[config.mk]
export PLATFORM = sky130hd
export DESIGN_NAME = pipe_ctrl
export DESIGN_NICKNAME = d
export VERILOG_FILES = /design/src/rtl/pipe_ctrl_pkg.sv /design/src/rtl/pipe_ctrl_perf.sv /design/src/rtl/pipe_ctrl.sv
export SDC_FILE = /design/constraint.sdc
export NUM_CORES = 1
export LEC_CHECK = 0
export ABC_AREA = 1
export CAP_MARGIN = 15
export CORE_MARGIN = 2
export CORE_UTILIZATION = 36
export CTS_BUF_LIST = sky130_fd_sc_hd__clkbuf_4 sky130_fd_sc_hd__clkbuf_8
export DETAILED_ROUTE_END_ITERATION = 8
export PLACE_DENSITY = 0.78
export REMOVE_ABC_BUFFERS = 1
export SLEW_MARGIN = 10
export SYNTH_ARGS = -nofsm -noshare
export SYNTH_HDL_FRONTEND = slang
export SYNTH_SLANG_ARGS = --single-unit
[constraint.sdc]
create_clock -name clk -period 1.98 [get_ports clk]
set_clock_uncertainty 0.15 [all_clocks]
set_input_delay 0.297 -clock clk [delete_from_list [all_inputs] [get_ports clk]]
set_output_delay 0.297 -clock clk [all_outputs]
set_load 0.1 [all_outputs]
[src/rtl/pipe_ctrl_pkg.sv]
// Shared definitions for the pipeline stall/flush controller: stall masks,
// sequencing state encodings and the legacy bus/reset macros.
`ifndef PIPE_CTRL_DEFINES
`define PIPE_CTRL_DEFINES
`define InstAddrBus 31:0
`define ZeroWord 32'h0000_0000
`define RstEnable 1'b1
`endif

package pipe_ctrl_pkg;

    localparam int unsigned STALL_W = 6;

    // Bit 0 = PC, 1 = IF/ID, 2 = ID/EX, 3 = EX/MEM, 4 = MEM/WB, 5 = WB.
    localparam logic [STALL_W-1:0] STALL_NONE = 6'b000000;
    localparam logic [STALL_W-1:0] STALL_ID   = 6'b000111;
    localparam logic [STALL_W-1:0] STALL_EX   = 6'b001111;
    localparam logic [STALL_W-1:0] STALL_MEM  = 6'b011111;

    typedef enum logic [1:0] {
        CTRL_RUN   = 2'b00,
        CTRL_STALL = 2'b01,
        CTRL_FLUSH = 2'b10
    } ctrl_state_e;

endpackage

[src/rtl/pipe_ctrl_perf.sv]
// Performance counters for pipe_ctrl: stalled cycles, flush entries and the
// longest run of consecutive cycles spent in the STALL state.
module pipe_ctrl_perf
    import pipe_ctrl_pkg::*;
(
    input  logic        clk,
    input  logic        rst,
    input  logic        stall_active,
    input  logic        in_stall,
    input  logic        flush_entry,
    output logic [31:0] stall_cycles,
    output logic [15:0] flush_count,
    output logic [7:0]  max_stall_run
);

    logic [7:0] run_q;
    logic [7:0] run_inc;

    always_comb begin
        run_inc = (run_q == 8'hFF) ? 8'hFF : run_q + 8'd1;
    end

    always_ff @(posedge clk or posedge rst) begin
        if (rst == `RstEnable) begin
            stall_cycles  <= 32'd0;
            flush_count   <= 16'd0;
            max_stall_run <= 8'd0;
            run_q         <= 8'd0;
        end else begin
            if (stall_active) begin
                stall_cycles <= stall_cycles + 32'd1;
            end
            if (flush_entry && (flush_count != 16'hFFFF)) begin
                flush_count <= flush_count + 16'd1;
            end
            if (in_stall) begin
                run_q <= run_inc;
                if (run_inc > max_stall_run) begin
                    max_stall_run <= run_inc;
                end
            end else begin
                run_q <= 8'd0;
            end
        end
    end

endmodule

[src/rtl/pipe_ctrl.sv]
// Pipeline stall/flush controller: combinational stall decode plus RUN/STALL/FLUSH
// sequencing with registered flush/new_pc. Define PIPE_CTRL_PERF_EN for perf counters.
module pipe_ctrl
    import pipe_ctrl_pkg::*;
(
    input  logic               clk,
    input  logic               rst,
    input  logic               stallreq_id,
    input  logic               stallreq_ex,
    input  logic               stallreq_mem,
    input  logic               excp_req,
    input  logic [31:0]        excp_vec,
    output logic [STALL_W-1:0] stall,
    output logic               flush,
    output logic [31:0]        new_pc,
    output logic               stalling
`ifdef PIPE_CTRL_PERF_EN
    ,
    output logic [31:0]        stall_cycles,
    output logic [15:0]        flush_count,
    output logic [7:0]         max_stall_run
`endif
);

    ctrl_state_e state;
    logic        any_req;

    assign any_req = stallreq_id | stallreq_ex | stallreq_mem;

    // Held in FLUSH and reset so the cleared registers are not frozen.
    always_comb begin
        stall = STALL_NONE;
        if ((rst == `RstEnable) || (state == CTRL_FLUSH)) begin
            stall = STALL_NONE;
        end else if (stallreq_mem) begin
            stall = STALL_MEM;
        end else if (stallreq_ex) begin
            stall = STALL_EX;
        end else if (stallreq_id) begin
            stall = STALL_ID;
        end
    end

    always_ff @(posedge clk or posedge rst) begin
        if (rst == `RstEnable) begin
            state    <= CTRL_RUN;
            flush    <= 1'b0;
            new_pc   <= `ZeroWord;
            stalling <= 1'b0;
        end else begin
            case (state)
                CTRL_FLUSH: begin
                    state    <= CTRL_RUN;
                    flush    <= 1'b0;
                    stalling <= 1'b0;
                end
                default: begin
                    if (excp_req) begin
                        state    <= CTRL_FLUSH;
                        flush    <= 1'b1;
                        new_pc   <= excp_vec;
                        stalling <= 1'b0;
                    end else if (any_req) begin
                        state    <= CTRL_STALL;
                        flush    <= 1'b0;
                        stalling <= 1'b1;
                    end else begin
                        state    <= CTRL_RUN;
                        flush    <= 1'b0;
                        stalling <= 1'b0;
                    end
                end
            endcase
        end
    end

`ifdef PIPE_CTRL_PERF_EN
    pipe_ctrl_perf u_perf (
        .clk           (clk),
        .rst           (rst),
        .stall_active  (|stall),
        .in_stall      (state == CTRL_STALL),
        .flush_entry   ((state != CTRL_FLUSH) && excp_req),
        .stall_cycles  (stall_cycles),
        .flush_count   (flush_count),
        .max_stall_run (max_stall_run)
    );
`endif

endmodule

======== Word-level counts from Yosys, hierarchy flattened ========
Index checks and enable logic that the tools add are counted.
word-level totals
  flip-flop bits (word level) ............. 36
  input port bits ......................... 38
  logic and storage cells ................. 22
operators by class
  equality and inequality tests ........... 1
  muxes and demuxes ....................... 12
  bitwise logic cells ..................... 3
  reductions and logical operators ........ 2
operators with widths
  kind                                  count
  2-to-1 mux 1 bit                      6
  2-to-1 mux 6 bit                      1
  2-to-1 mux 5 bit                      1
  2-to-1 mux 2 bit                      2
  2-to-1 mux 4 bit                      1
  2-to-1 mux 3 bit                      1
  == test 2 bit, second input constant  1
  OR 1 bit                              2
  AND reduction 2 bit                   1
  logical OR 1 bit                      1
  inverter 1 bit                        1

======== Depth between registers and ports, before layout ========
  depth in word-level cells ............... 5
  mapped depth ............................ 6

======== Least setup slack after synthesis ========
OpenSTA, ideal clock, no wires.
  kind .................................... register -> output
  start ................................... reg, netlist name stalling
  end ..................................... out stall[1]
  arrival ................................. 3.109 ns
  required time ........................... 1.533 ns
  setup slack ............................. -1.576 ns
  cell stages (with the launch flop) ...... 6
  path buffers ............................ 1
  path through ............................ dfrtp_1 inv_2 nand2_4 nand2_1 nor2_1 buf_4
RTL lines
  what           line             text
  end, declared  pipe_ctrl.sv:13  output logic [STALL_W-1:0] stall,

==> reports/results.ini <==
[run_status]
status = complete, no violations

[critical_path]
max_stage_delay_ns = 0.44
critPathLaunch = flush$_DFF_PP0_
cpLargestDelayFamily = simple AND/OR/NAND/NOR gates
crit_arrival_ns = 1.44
cp_max_fo = 3
cp-start-kind = flip-flop
crit_path_end_kind = primary output
cp.required_ns = 1.53
path_cells = nand2_4 > nand2_1 > nor2_2 > buf_12
critical_path_buf_inv_count = 1
crit_slowest_cell = dfrtp_1
r2r-start = flush$_DFF_PP0_
worstSetupPathType = flip-flop to primary output

[timing]
fmax_ghz = 0.531
min_period_ns = 1.88
drv_slew = 0
finalHoldViolCount = 0
hold_slack_ns = 0.300
finalSetupViolations = 0
period_share = 0.951
rsz0062_at_grt = false

[final_layout]
diodes = 0
drive_above_1_share = 0.280
multi_input_area_sq_um = 483
nNetsFinal = 273
final_cells = 286
most-common-layout-cells = 57 x nand2_1, 39 x buf_4, 37 x clkdlybuf4s50_1, 34 x dfrtp_1, 32 x nand3_1
syn2layout_area_growth_pct = 58.4
final_common_cell = nand2_1
regArea_sq_um = 851
final_area_sq_um = 2310
fillCellCount = 371

[drt]
wl_per_cell_um = 12.0
avgViaCountPerCell = 4.52
firstDrtPassIters = 4
antenna_left = 0
finalWirelength_mm = 3.45
drc = 0
via_count = 1293
drtIter0Drc = 83

[placement]
place_congestion = 0.814
port_buffers = 76
post-dp-hpwl_mm = 2.35
dp.cells = 278
placed_area_sq_um = 2200

[die]
floorplan.io_pins = 78
die_y_um = 67.6
coreArea_sq_um = 3940
rows = 23
fp.dieArea_sq_um = 4570
chipWidth_um = 67.6
initial_utilization = 0.370

[synth]
ys.warnings.count = 0
synth_compound_area_frac = 0
synthesis.area_sq_um = 1460
synth_xor_area_frac = 0
synthAdderAreaFrac = 0
synth_top_family_by_area = simple AND/OR/NAND/NOR gates
synthMuxAreaShare = 0
synth.distinct_cells = 14
ys_seq_area_frac = 0.584
syn-instance-count = 159
syn_area_per_cell_sq_um = 9.17
synth_seq_cells = 34
synthSimpleGateAreaFrac = 0.327

[power_and_ir_drop]
seq_power_share = 0.316
vdd_drop_max_uv = 555
cellLeakagePower_nw = 1.20
intPower_mw = 1.42
comb_power_share = 0.465
power_frac_clock = 0.218
powerDensity_nw_per_um2 = 1160
switching_share = 0.469
total_power_mw = 2.68
p_switching_mw = 1.26

[clock_network]
h-tree-depth = 2
cts.sinks = 34
cts_buffer_depth = 2
clk_pin_slew_ns = 0.07
cts_buffers = 5
root_buffer = clkbuf_8
clk_latency_ns = 0.28
cts_tree = built

[grt]
grt.overflow.total = 0
grt_max_degree = 35
grt_first_pass_wirelength_mm = 5.44
grt_pass1_vias = 1201
grt_use_total = 0.160
grt_antenna_before_repair = 0

[flow_run]
drv_cap = 0

[min_path]
min_path_type = input pin to asynchronous set/reset pin

cells by family (layout without fill, tap and decap cells):
logic type | Yosys count | after routing
flip-flops | 34 | 34
other | 1 | 1
buffers and inverters | 18 | 95
AND/OR/NAND/NOR | 106 | 106
timing repair:
action / in CTS / in global routing
hold buffers: 0 / 0
resized for setup: 1 / 0
setup buffers: 0 / 0
endpoints found under the setup margin: 3 / 0
area by class of cell:
| class | count | area share |
|---|---|---|
| clock buffers | 8 | 0.0477 |
| inverters | 5 | 0.00813 |
| multi-input cells | 107 | 0.209 |
| flip-flops and latches | 34 | 0.369 |
| well taps | 50 | 0.0271 |
| repair buffers | 82 | 0.339 |
flip-flops by register name, summed over array words and instances, names as in the netlist:
| register | count |
|---|---|
| flush | 1 |
| new_pc | 32 |
| stalling | 1 |
final timing paths:
check	end	slack, ns	depth (start not counted)
worst max-delay path	stall[1]	0.1	4
worst min-delay path	new_pc[29]$_DFFE_PP0P_	0.30	3
worst max register to register	new_pc[15]$_DFFE_PP0P_	0.29	5
worst min register to register	new_pc[16]$_DFFE_PP0P_	0.32	2
max in group asynchronous	new_pc[24]$_DFFE_PP0P_	1.08	3
min in group clk	new_pc[16]$_DFFE_PP0P_	0.32	2
cell usage after synthesis:
library cell,instances,share of area
nand2_4,2,0.015
nand2_2,9,0.039
buf_2,2,0.0069
inv_2,1,0.0026
nand2_1,57,0.15
buf_4,8,0.041
buf_6,2,0.015
dfrtp_1,34,0.58
inv_1,4,0.010
nor2_1,5,0.013
buf_8,1,0.010
nand3_1,32,0.11
nor3_1,1,0.0034
conb_1,1,0.0026
power by group through the flow:
| stage | logic (mW) | registers [mW] | clock network [mW] |
|---|---|---|---|
| after floorplan | 0.203 | 1.56 | 0 |
| after global placement | 1.25 | 0.858 | 0 |
| after detailed placement | 1.25 | 0.860 | 0 |
| after CTS | 1.26 | 0.848 | 0.599 |
| after global routing | 1.30 | 0.859 | 0.633 |
| final | 1.25 | 0.848 | 0.586 |
routing by layer:
| metal | up-vias | part of all wire | GRT usage |
|---|---|---|---|
| li1 | 642 | - | - |
| met5 | - | 0 | 0 |
| met2 | 49 | 0.48 | 0.267 |
| met1 | 591 | 0.42 | 0.189 |
| met3 | 11 | 0.065 | 0.0333 |
| met4 | 0 | 0.034 | 0.0944 |
worst reg2reg max path: stages, from the launching register on:
cell and delay, ns:
dfrtp_1 0.44, nand2_4 0.09, buf_4 0.34, nand2_4 0.33
nand2_1 0.16, nand2_1 0.06
stage by stage:
step           setup TNS, ns  utilization  setup WS (ns)
2_1_floorplan         -13.12            -          -3.60
3_3_place_gp         -0.0350        0.557        -0.0118
3_5_place_dp         -0.0405        0.557        -0.0138
4_1_cts                    0        0.586         0.0744
5_1_grt                    0        0.586         0.0156
6_report                   0        0.586         0.0971
Note: power is estimated with default switching activity, not from simulation.
